`config.mk`:
```
export PLATFORM = sky130hd
export DESIGN_NAME = sawtooth_iter
export DESIGN_NICKNAME = d
export VERILOG_FILES = /design/src/rtl/sawtooth_iter.sv
export SDC_FILE = /design/constraint.sdc
export NUM_CORES = 1
export LEC_CHECK = 0
export CORE_AREA = 4 4 232 234
export DETAILED_ROUTE_END_ITERATION = 6
export DIE_AREA = 0 0 236 238
export GPL_TIMING_DRIVEN = 0
export PLACE_DENSITY = 0.53
export REMOVE_ABC_BUFFERS = 1
export SLEW_MARGIN = 10
export SYNTH_ARGS = -nofsm -noshare
export SYNTH_HDL_FRONTEND = slang
export SYNTH_SLANG_ARGS = --single-unit
```
`constraint.sdc`:
```
create_clock -name clk -period 5.7 [get_ports clk]
set_clock_uncertainty 0.1 [all_clocks]
set_input_delay 0.57 -clock clk [delete_from_list [all_inputs] [get_ports clk]]
set_output_delay 0.57 -clock clk [all_outputs]
set_load 0.05 [all_outputs]
```
`src/rtl/sawtooth_iter.sv`:
```
// Iterated fixed-point sawtooth chaos map: x <- frac(k*x), with an optional folded mode.
// A serial shift-add multiplier forms each product; iterates stream out over valid/ready.
module sawtooth_iter #(
  parameter int W  = 32,
  parameter int KI = 8,
  parameter int CW = 16
) (
  input  logic            clk,
  input  logic            reset_n,
  input  logic            start,
  input  logic [W-1:0]    x0,
  input  logic [KI+W-1:0] k,
  input  logic            mode,
  input  logic [CW-1:0]   iters,
  output logic            busy,
  output logic            out_valid,
  input  logic            out_ready,
  output logic [W-1:0]    out_data,
  output logic            out_last,
  output logic            done,
  output logic [1:0]      dbg_state
);

  localparam int AW = 2*W + KI;
  localparam int IW = $clog2(W);

  typedef enum logic [1:0] {S_IDLE = 2'd0, S_MUL = 2'd1, S_OUT = 2'd2, S_FIN = 2'd3} state_t;

  state_t          state_q;
  logic [AW-1:0]   acc_q, acc_d;
  logic [IW-1:0]   bit_q;
  logic [W-1:0]    x_q;
  logic [KI+W-1:0] k_q;
  logic            mode_q;
  logic [CW-1:0]   cnt_q, cnt_d;
  logic [W-1:0]    iter_d;
  logic            busy_q, out_valid_q, out_last_q, done_q;
  logic [W-1:0]    out_data_q;

  // Handshake: an iterate transfers on a rising edge where out_valid and out_ready
  // are both high; out_data/out_last are held unchanged until that edge.

  // One shift-add step; on the last step acc_d is the full product P = k*x.
  logic [AW-1:0] k_ext;
  logic [W-1:0]  frac_part;
  always_comb begin
    k_ext     = {{W{1'b0}}, k_q};
    acc_d     = acc_q + (x_q[bit_q] ? (k_ext << bit_q) : '0);
    frac_part = acc_d[2*W-1:W];
    iter_d    = (mode_q && acc_d[2*W]) ? ~frac_part : frac_part;
    cnt_d     = cnt_q - CW'(1);
  end

  always_ff @(posedge clk or negedge reset_n) begin
    if (!reset_n) begin
      state_q     <= S_IDLE;
      acc_q       <= '0;
      bit_q       <= '0;
      x_q         <= '0;
      k_q         <= '0;
      mode_q      <= 1'b0;
      cnt_q       <= '0;
      busy_q      <= 1'b0;
      out_valid_q <= 1'b0;
      out_last_q  <= 1'b0;
      out_data_q  <= '0;
      done_q      <= 1'b0;
    end else begin
      case (state_q)
        S_IDLE: begin
          done_q <= 1'b0;
          if (start) begin
            x_q    <= x0;
            k_q    <= k;
            mode_q <= mode;
            cnt_q  <= iters;
            busy_q <= 1'b1;
            if (iters != '0) begin
              acc_q   <= '0;
              bit_q   <= '0;
              state_q <= S_MUL;
            end else begin
              done_q  <= 1'b1;
              state_q <= S_FIN;
            end
          end
        end
        S_MUL: begin
          acc_q <= acc_d;
          bit_q <= bit_q + IW'(1);
          if (bit_q == IW'(W-1)) begin
            // The emitted value is also the next seed, so folding shapes the trajectory.
            out_data_q  <= iter_d;
            x_q         <= iter_d;
            cnt_q       <= cnt_d;
            out_last_q  <= (cnt_d == '0);
            out_valid_q <= 1'b1;
            state_q     <= S_OUT;
          end
        end
        S_OUT: begin
          if (out_ready) begin
            out_valid_q <= 1'b0;
            out_last_q  <= 1'b0;
            if (out_last_q) begin
              done_q  <= 1'b1;
              state_q <= S_FIN;
            end else begin
              acc_q   <= '0;
              bit_q   <= '0;
              state_q <= S_MUL;
            end
          end
        end
        S_FIN: begin
          done_q  <= 1'b0;
          busy_q  <= 1'b0;
          state_q <= S_IDLE;
        end
        default: state_q <= S_IDLE;
      endcase
    end
  end

  assign busy      = busy_q;
  assign out_valid = out_valid_q;
  assign out_data  = out_data_q;
  assign out_last  = out_last_q;
  assign done      = done_q;
  assign dbg_state = state_q;

endmodule

```
==> results by group, run 1 <==
Floorplanning
  • I/O pin count: 131
  • Site Rows: 84
  • Die X: 236 um
  • Core box area: 52020 um2
  • Initial Util: 29.56%
  • Die Y: 238 um
  • Die ar.: 56170 um2

Route
  • Via count of the routed design: 14090
  • ANT nets after route: 0
  • Vias per std cell: 5.425
  • WL/cell: 20.17 um
  • First-pass DRT Iterations: 5
  • First DRT Iteration DRCs: 1194
  • Final wirelength: 52.40 mm
  • DR DRC count: 0

Place
  • GPL Wtd Cong: 0.8976
  • # port buffers: 130
  • Cell total after placement: 2521
  • Worst slack, placed: -2010 ps
  • Dpl hpwl: 38.12 mm
  • Area after DPL: 17390 um2

CTS
  • Clk root buf: clkbuf_16
  • Clock Latency Late Sink: 510 ps
  • CTS H-tree depth: 4
  • CTS clk-pin slew, worst paths: 80 ps
  • CTS sink count: 197
  • CTS buffer count: 17
  • Clock Tree Buf Depth: 2
  • CTS tree: built

Pwr
  • Part of the power in registers: 25.4%
  • NetSw: 0.004328 W
  • Leakage: 7.604 nW
  • Worst VDD drop: 0.3171 mV
  • Int Power: 0.004769 W
  • Clock power frac: 14.4%
  • Combinational share of power: 60.3%
  • Pwr dens: 480.4 nW/um2
  • Switch share: 47.58%
  • Total power draw: 0.009097 W

GRT
  • Largest net degree at the start of global routing: 98
  • First-pass GRT wire length: 81.47 mm
  • Vias in the first global route: 14110
  • Total global routing overflow: 0
  • Total track usage: 18.28%
  • Initial antenna violation count: 0

Critical path
  • Critical path's slowest cell: dfrtp_4
  • Critical path class: reg -> reg
  • Setup crit end kind: register
  • CP Launch Type: register
  • Critical path, cell by cell: buf_12 > buf_4 > mux4_2 > mux2_4 > o211ai_1 > buf_4 > and2_4 > a211oi_1 > ha_2 > nand4_1 > or2_1 > or4_4 > o2111ai_4 > a211oi_4 > a211o_4 > buf_4 > nand4b_4 > buf_12 > nor2_1 > a221o_1
  • Arrival time worst endpoint: 5840 ps
  • CP Max Fanout: 10
  • Most used cell, CP: buf_4
  • CP peak stage delay: 560 ps
  • Critical Path RT: 5990 ps

Logic synthesis
  • Synth unique cells: 77
  • Mapped Avg Cell Area: 8.537 um2
  • Post-synth EDFFs: 0
  • Compound-cell area share of the yosys netlist: 21.01%
  • Post-Synth XOR/XNOR Area: 4.956%
  • YS warnings: 0
  • Ys flop type: dfrtp_1
  • Post-synthesis adder-cell area fraction: 5.989%
  • Post-synthesis simple-gate area fraction: 17.99%
  • Synth Register Bits: 197
  • Asr flop ratio synth: 100.0%
  • Sequential area share after synthesis: 32.06%
  • Post-Syn Area: 15380 um2
  • Post-Syn Instances: 1801
  • Portion of netlist area occupied by mux cells: 13.83%
  • Largest family of logic cells by synthesized area: compound AO/OA/AOI/OAI gates

Finish
  • Non-filler instance count after layout: 2598
  • Commonest non-fill, non-tap cell in the layout: nand2_1
  • Filler cells: 5362
  • Post-route cell area: 18940 um2
  • Most frequent cells in the layout: nand2_1, dfrtp_1, a21oi_1
  • Antenna fix cells: 0
  • Syn-to-layout area delta: 23.16%
  • Ratio of cells with drive above 1 in the final layout: 14.92%
  • Nets@finish: 2063

Job
  • Max-Cap Viols: 0

STA
  • Maximum clock rate: 180.2 MHz
  • Final setup TNS: 0 ps
  • Tmin final: 5549 ps
  • Final setup margin: 151.4 ps
  • # setup viols final: 0
  • Period utilization: 97.34%
  • Number of hold violations in the final report: 0
  • Max-slew violations: 0
  • Slew HR: 36.39%
  • RSZ-0062 raised after global routing: true
  • Worst-Margin Slew: 951.8 ps

Outcome
  • Run status: completed

Worst hold path
  • Worst Hold Class: in -> async
[power groups by stage]
stage	Combinational (W)	Sequential [W]	Clock, W
floorplan	0.00347	0.00229	0
global placement	0.00480	0.00240	0
detailed placement	0.00512	0.00233	0
CTS	0.00526	0.00231	0.00136
global route	0.00604	0.00238	0.00139
finish	0.00548	0.00231	0.00131
[flip-flops by register name (all words and copies together), names as in the netlist]
signal and flops:
cnt_q 16, mode_q 1, out_last 1, out_valid 1, acc_q 65, done 1, bit_q 5, k_q 40
busy 1, dbg_state 2, x_q 32, out_data 32
[routing by layer]
layer,track usage (%),routed length [um],part of all wire [%]
met5,0,0,0
met4,5.339,1169,2.2
met1,23.99,23260,44
met3,4.357,2944,5.6
met2,30.21,25030,48
[per-stage QoR]
stage          util (%)  hold slack, ps
2_1_floorplan         -           174.4
3_3_place_gp      32.77           366.3
3_5_place_dp      33.42           264.1
4_1_cts           35.30           328.9
5_1_grt           36.40           353.3
6_report          36.40           364.6
[worst paths after layout]
path                              startpoint      endpoint  slack (ps)  cells after the start
worst max-delay path                bit_q[0]  out_data[30]         150                     20
worst min-delay path                 reset_n      acc_q[1]         360                      2
worst max register to register      bit_q[0]  out_data[30]         150                     20
worst min register to register  out_data[31]  out_data[31]         380                      2
max in group asynchronous            reset_n       x_q[21]        3940                      4
min in group clk                out_data[31]  out_data[31]         380                      2
[critical path: cells and delay by family, from the launching register on]
kind / cells / cell delay, ps
AO/OA/AOI/OAI: 6 / 1300
adder cells (fa/ha/maj): 1 / 450
buffers and inverters: 5 / 790
flip-flops: 1 / 560
multiplexers: 2 / 750
AND/OR/NAND/NOR: 6 / 1470
[repair_timing]
item | in CTS | in global routing
gates resized for setup | 35 | 76
endpoints found under the setup margin | 108 | 78
hold endpoints to repair | 5 | 0
cloned | 7 | 4
pin swaps | 11 | 26
hold buffers | 1 | 0
buffers inserted | 14 | 19
[Yosys cell counts, types with 14 or more instances]
master	n	share of area, %
nand2_1	241	5.9
dfrtp_1	197	32
a21oi_1	178	5.8
nor2_1	155	3.8
o21ai_0	121	3.9
clkbuf_1	76	1.9
ha_1	72	5.9
mux2i_1	65	4.2
xnor2_1	57	3.2
mux2_2	55	4.0
and3_1	46	1.9
o21ai_1	45	1.5
inv_1	39	0.95
mux4_2	38	5.6
nand3_1	32	1.0
xor2_1	30	1.7
nor3_1	27	0.88
a22o_1	26	1.5
nand4_1	23	0.94
a21o_1	19	0.93
buf_2	18	0.59
a211oi_1	16	0.78
o21bai_1	15	0.73
and2_1	14	0.57
buf_1	14	0.34
[area by class of cell]
cell class,instances,area [um2],share of cell area [%]
Clock buffer,21,470.5,2.484
Clock inverter,11,138.9,0.7334
Inverter,40,157.7,0.8325
Multi-Input combinational cell,1457,10320,54.48
Sequential cell,197,4943,26.11
Tap cell,688,860.8,4.546
Timing Repair Buffer,182,2039,10.77
Timing Repair inverter,2,10.01,0.05286
[cells by family (layout without fill, tap and decap cells)]
family,Yosys count,after routing
AND/OR/NAND/NOR,603,609
XOR/XNOR,87,87
buffers and inverters,153,256
AO/OA/AOI/OAI,530,530
adder cells (fa/ha/maj),73,73
multiplexers,158,158
flip-flops,197,197
Note: power is estimated with default switching activity, not from simulation.
==> run 2: changes to the inputs <==
CORE_AREA = 2 2 230 232   (was 4 4 232 234)
DIE_AREA = 0 0 232 234   (was 0 0 236 238)
==> run 2 against run 1 <==
Net effect: setup slack got worse by 51 ps; design area increased by 0.21%; combinational power increased by 2%; via count increased by 0.98%; sequential power about the same; global-route usage increased by 1.0 points; fmax decreased by 0.91%; utilization increased by 0.077 points; non-clock buffer count increased by 6; total power increased by 0.78%; highest routed layer unchanged.
==> results by group, run 2 (same netlist as run 1, synthesis figures left out) <==
Route
  • First DRT Iteration DRCs: 1008 (-16%)
  • ANT nets after route: 0 (unchanged)
  • Vias per std cell: 5.467 (+0.79%)
  • Final wirelength: 51.78 mm (-1.2%)
  • DR DRC count: 0 (unchanged)
  • WL/cell: 19.89 um (-1.4%)
  • Via count of the routed design: 14230 (+0.98%)
  • First-pass DRT Iterations: 6 (+1)

Critical path
  • Top delay family on crit path: simple AND/OR/NAND/NOR gates
  • Critical path class: reg -> reg
  • Critical path's slowest cell: mux4_2
  • R2r startpoint: bit_q[0]
  • CP Launch Type: register
  • FF-to-FF path depth: 19 (-5.0%)
  • Critical Path RT: 5950 ps (-40 ps)
  • Critical path, cell by cell: buf_16 > mux4_2 > mux4_2 > nand2_8 > and2_4 > nor2_1 > ha_2 > nand4_1 > or2_1 > or4_4 > o2111ai_4 > a211oi_4 > buf_12 > a211o_4 > nand4b_4 > buf_12 > xnor2_1 > xnor2_1 > o21ai_0
  • CP peak stage delay: 630 ps (+70 ps)
  • Reg2reg end: x_q[26]
  • CP bufs+invs: 3 (-2)
  • Flop-to-flop setup slack: 100 ps (-50 ps)
  • Setup crit end kind: register
  • Arrival time worst endpoint: 5850 ps (about the same)
  • CP Max Fanout: 16 (+6)

Floorplanning
  • Die ar.: 54290 um2 (-3.3%)
  • Initial Util: 29.56% (unchanged)
  • I/O pin count: 131 (unchanged)
  • Site Rows: 84 (unchanged)
  • Die Y: 234 um (-1.7%)
  • Die X: 232 um (-1.7%)
  • Core box area: 52020 um2 (unchanged)

CTS
  • CTS sink count: 197 (unchanged)
  • CTS buffer count: 17 (unchanged)
  • Clock Tree Buf Depth: 2 (unchanged)
  • Hold buffer count at cts: 0 (-1)
  • CTS tree: built
  • Clock Latency Late Sink: 520 ps (about the same)
  • Clk root buf: clkbuf_16
  • CTS H-tree depth: 4 (unchanged)
  • CTS clk-pin slew, worst paths: 80 ps (about the same)

STA
  • Final setup TNS: 0 ps (unchanged)
  • Tmin final: 5600 ps (+51.02 ps)
  • Period utilization: 98.24% (+0.90 points)
  • Maximum clock rate: 178.6 MHz (-0.91%)
  • # setup viols final: 0 (unchanged)
  • Slew HR: 19.89% (-16 points)
  • Worst-Margin Slew: 1202 ps (+249.8 ps)
  • Max-slew violations: 0 (unchanged)
  • Number of hold violations in the final report: 0 (unchanged)

Pwr
  • Leakage: 7.582 nW (-0.28%)
  • Pwr dens: 483.1 nW/um2 (+0.57%)
  • Worst VDD drop: 0.2420 mV (-24%)

Finish
  • Ratio of cells with drive above 1 in the final layout: 15.77% (+0.85 points)
  • Most frequent cells in the layout: nand2_1, dfrtp_1, a21oi_1
  • Post-Route Utilization: 36.48% (+0.077 points)
  • Reg with most FFs: acc_q
  • Top flop regs: acc_q (65), k_q (40)
  • Largest register FFs: 65 (unchanged)
  • Commonest non-fill, non-tap cell in the layout: nand2_1
  • Filler cells: 5353 (-0.17%)
  • Syn-to-layout area delta: 23.42%
  • Nets@finish: 2068 (+0.24%)
  • Antenna fix cells: 0 (unchanged)

Worst hold path
  • Worst Hold Class: in -> async

Place
  • GPL Wtd Cong: 0.8915 (-0.68%)
  • Dpl hpwl: 37.72 mm (-1.0%)
  • # port buffers: 130 (unchanged)

GRT
  • Vias in the first global route: 13930 (-1.2%)
  • Initial antenna violation count: 0 (unchanged)
  • Total global routing overflow: 0 (unchanged)
  • First-pass GRT wire length: 80.97 mm (-0.61%)
  • Total track usage: 19.30% (+1.0 points)
  • Largest net degree at the start of global routing: 102 (+4.1%)

Outcome
  • Run status: completed

Job
  • Max-Cap Viols: 0 (unchanged)
[run 2: cell types whose count changed in the layout (fill, tap and decap cells not counted), sizes merged, moves of 2 or more]
cell / change
buf: +9
clkbuf: -5
clkinv: +2
inv: +2
[run 2: report_power, final]
part / total (W) / switching (W) / leakage (nW) / internal, W
registers: 0.00229 / 0.000438 / 2.56 / 0.00185
logic: 0.00559 / 0.00329 / 4.74 / 0.00229
clock network: 0.00129 / 0.000668 / 0.286 / 0.000622
[run 2: repair_timing]
| action | in CTS | in global routing |
|---|---|---|
| setup buffers | 19 | 22 |
| cloned | 8 | 1 |
| pin swaps | 13 | 23 |
| resized for setup | 40 | 83 |
| setup endpoints to repair | 109 | 80 |
[run 2: worst max path at each step]
stage / depth (start not counted) / startpoint / slack [ps] / endpoint
2_1_floorplan: 16 / bit_q[0] / -1790 / out_data[30]
3_3_place_gp: 6 / start / -6030 / acc_q[11]
3_5_place_dp: 15 / bit_q[4] / -2420 / out_data[30]
4_1_cts: 17 / bit_q[0] / 5 / out_data[28]
5_1_grt: 20 / bit_q[0] / -80 / x_q[22]
6_report: 19 / bit_q[0] / 100 / x_q[26]
[run 2: layout make-up]
cell class,count,area [um2],area share [%]
Multi-Input combinational cell,1456,10410,54.85
Sequential cell,197,4943,26.05
Timing Repair Buffer,188,2004,10.56
Tap cell,688,860.8,4.536
Clock buffer,17,425.4,2.242
Clock inverter,15,166.4,0.8769
Inverter,40,157.7,0.8307
Timing Repair inverter,2,10.01,0.05275
[run 2: layer usage]
metal  GRT usage [%]  up-vias  share of wire [%]
li1                -     6783                  -
met1           25.63     7050                 45
met2           32.50      355                 49
met3           3.076       43                4.4
met4           5.329        0                1.4
met5               0        -                  0
[run 2: metrics by stage]
stage,hold slack (ps),area (um2),setup WS (ps),power [W],cells
floorplan,174.4,14890,-1792,0.005756,1688
global placement,365.1,17050,-6027,0.007175,2506
detailed placement,362.3,17390,-2425,0.007480,2521
CTS,24.82,18390,5.384,0.008930,2580
global route,68.79,18980,-76.91,0.009855,2603
finish,14.84,18980,100.4,0.009168,2603
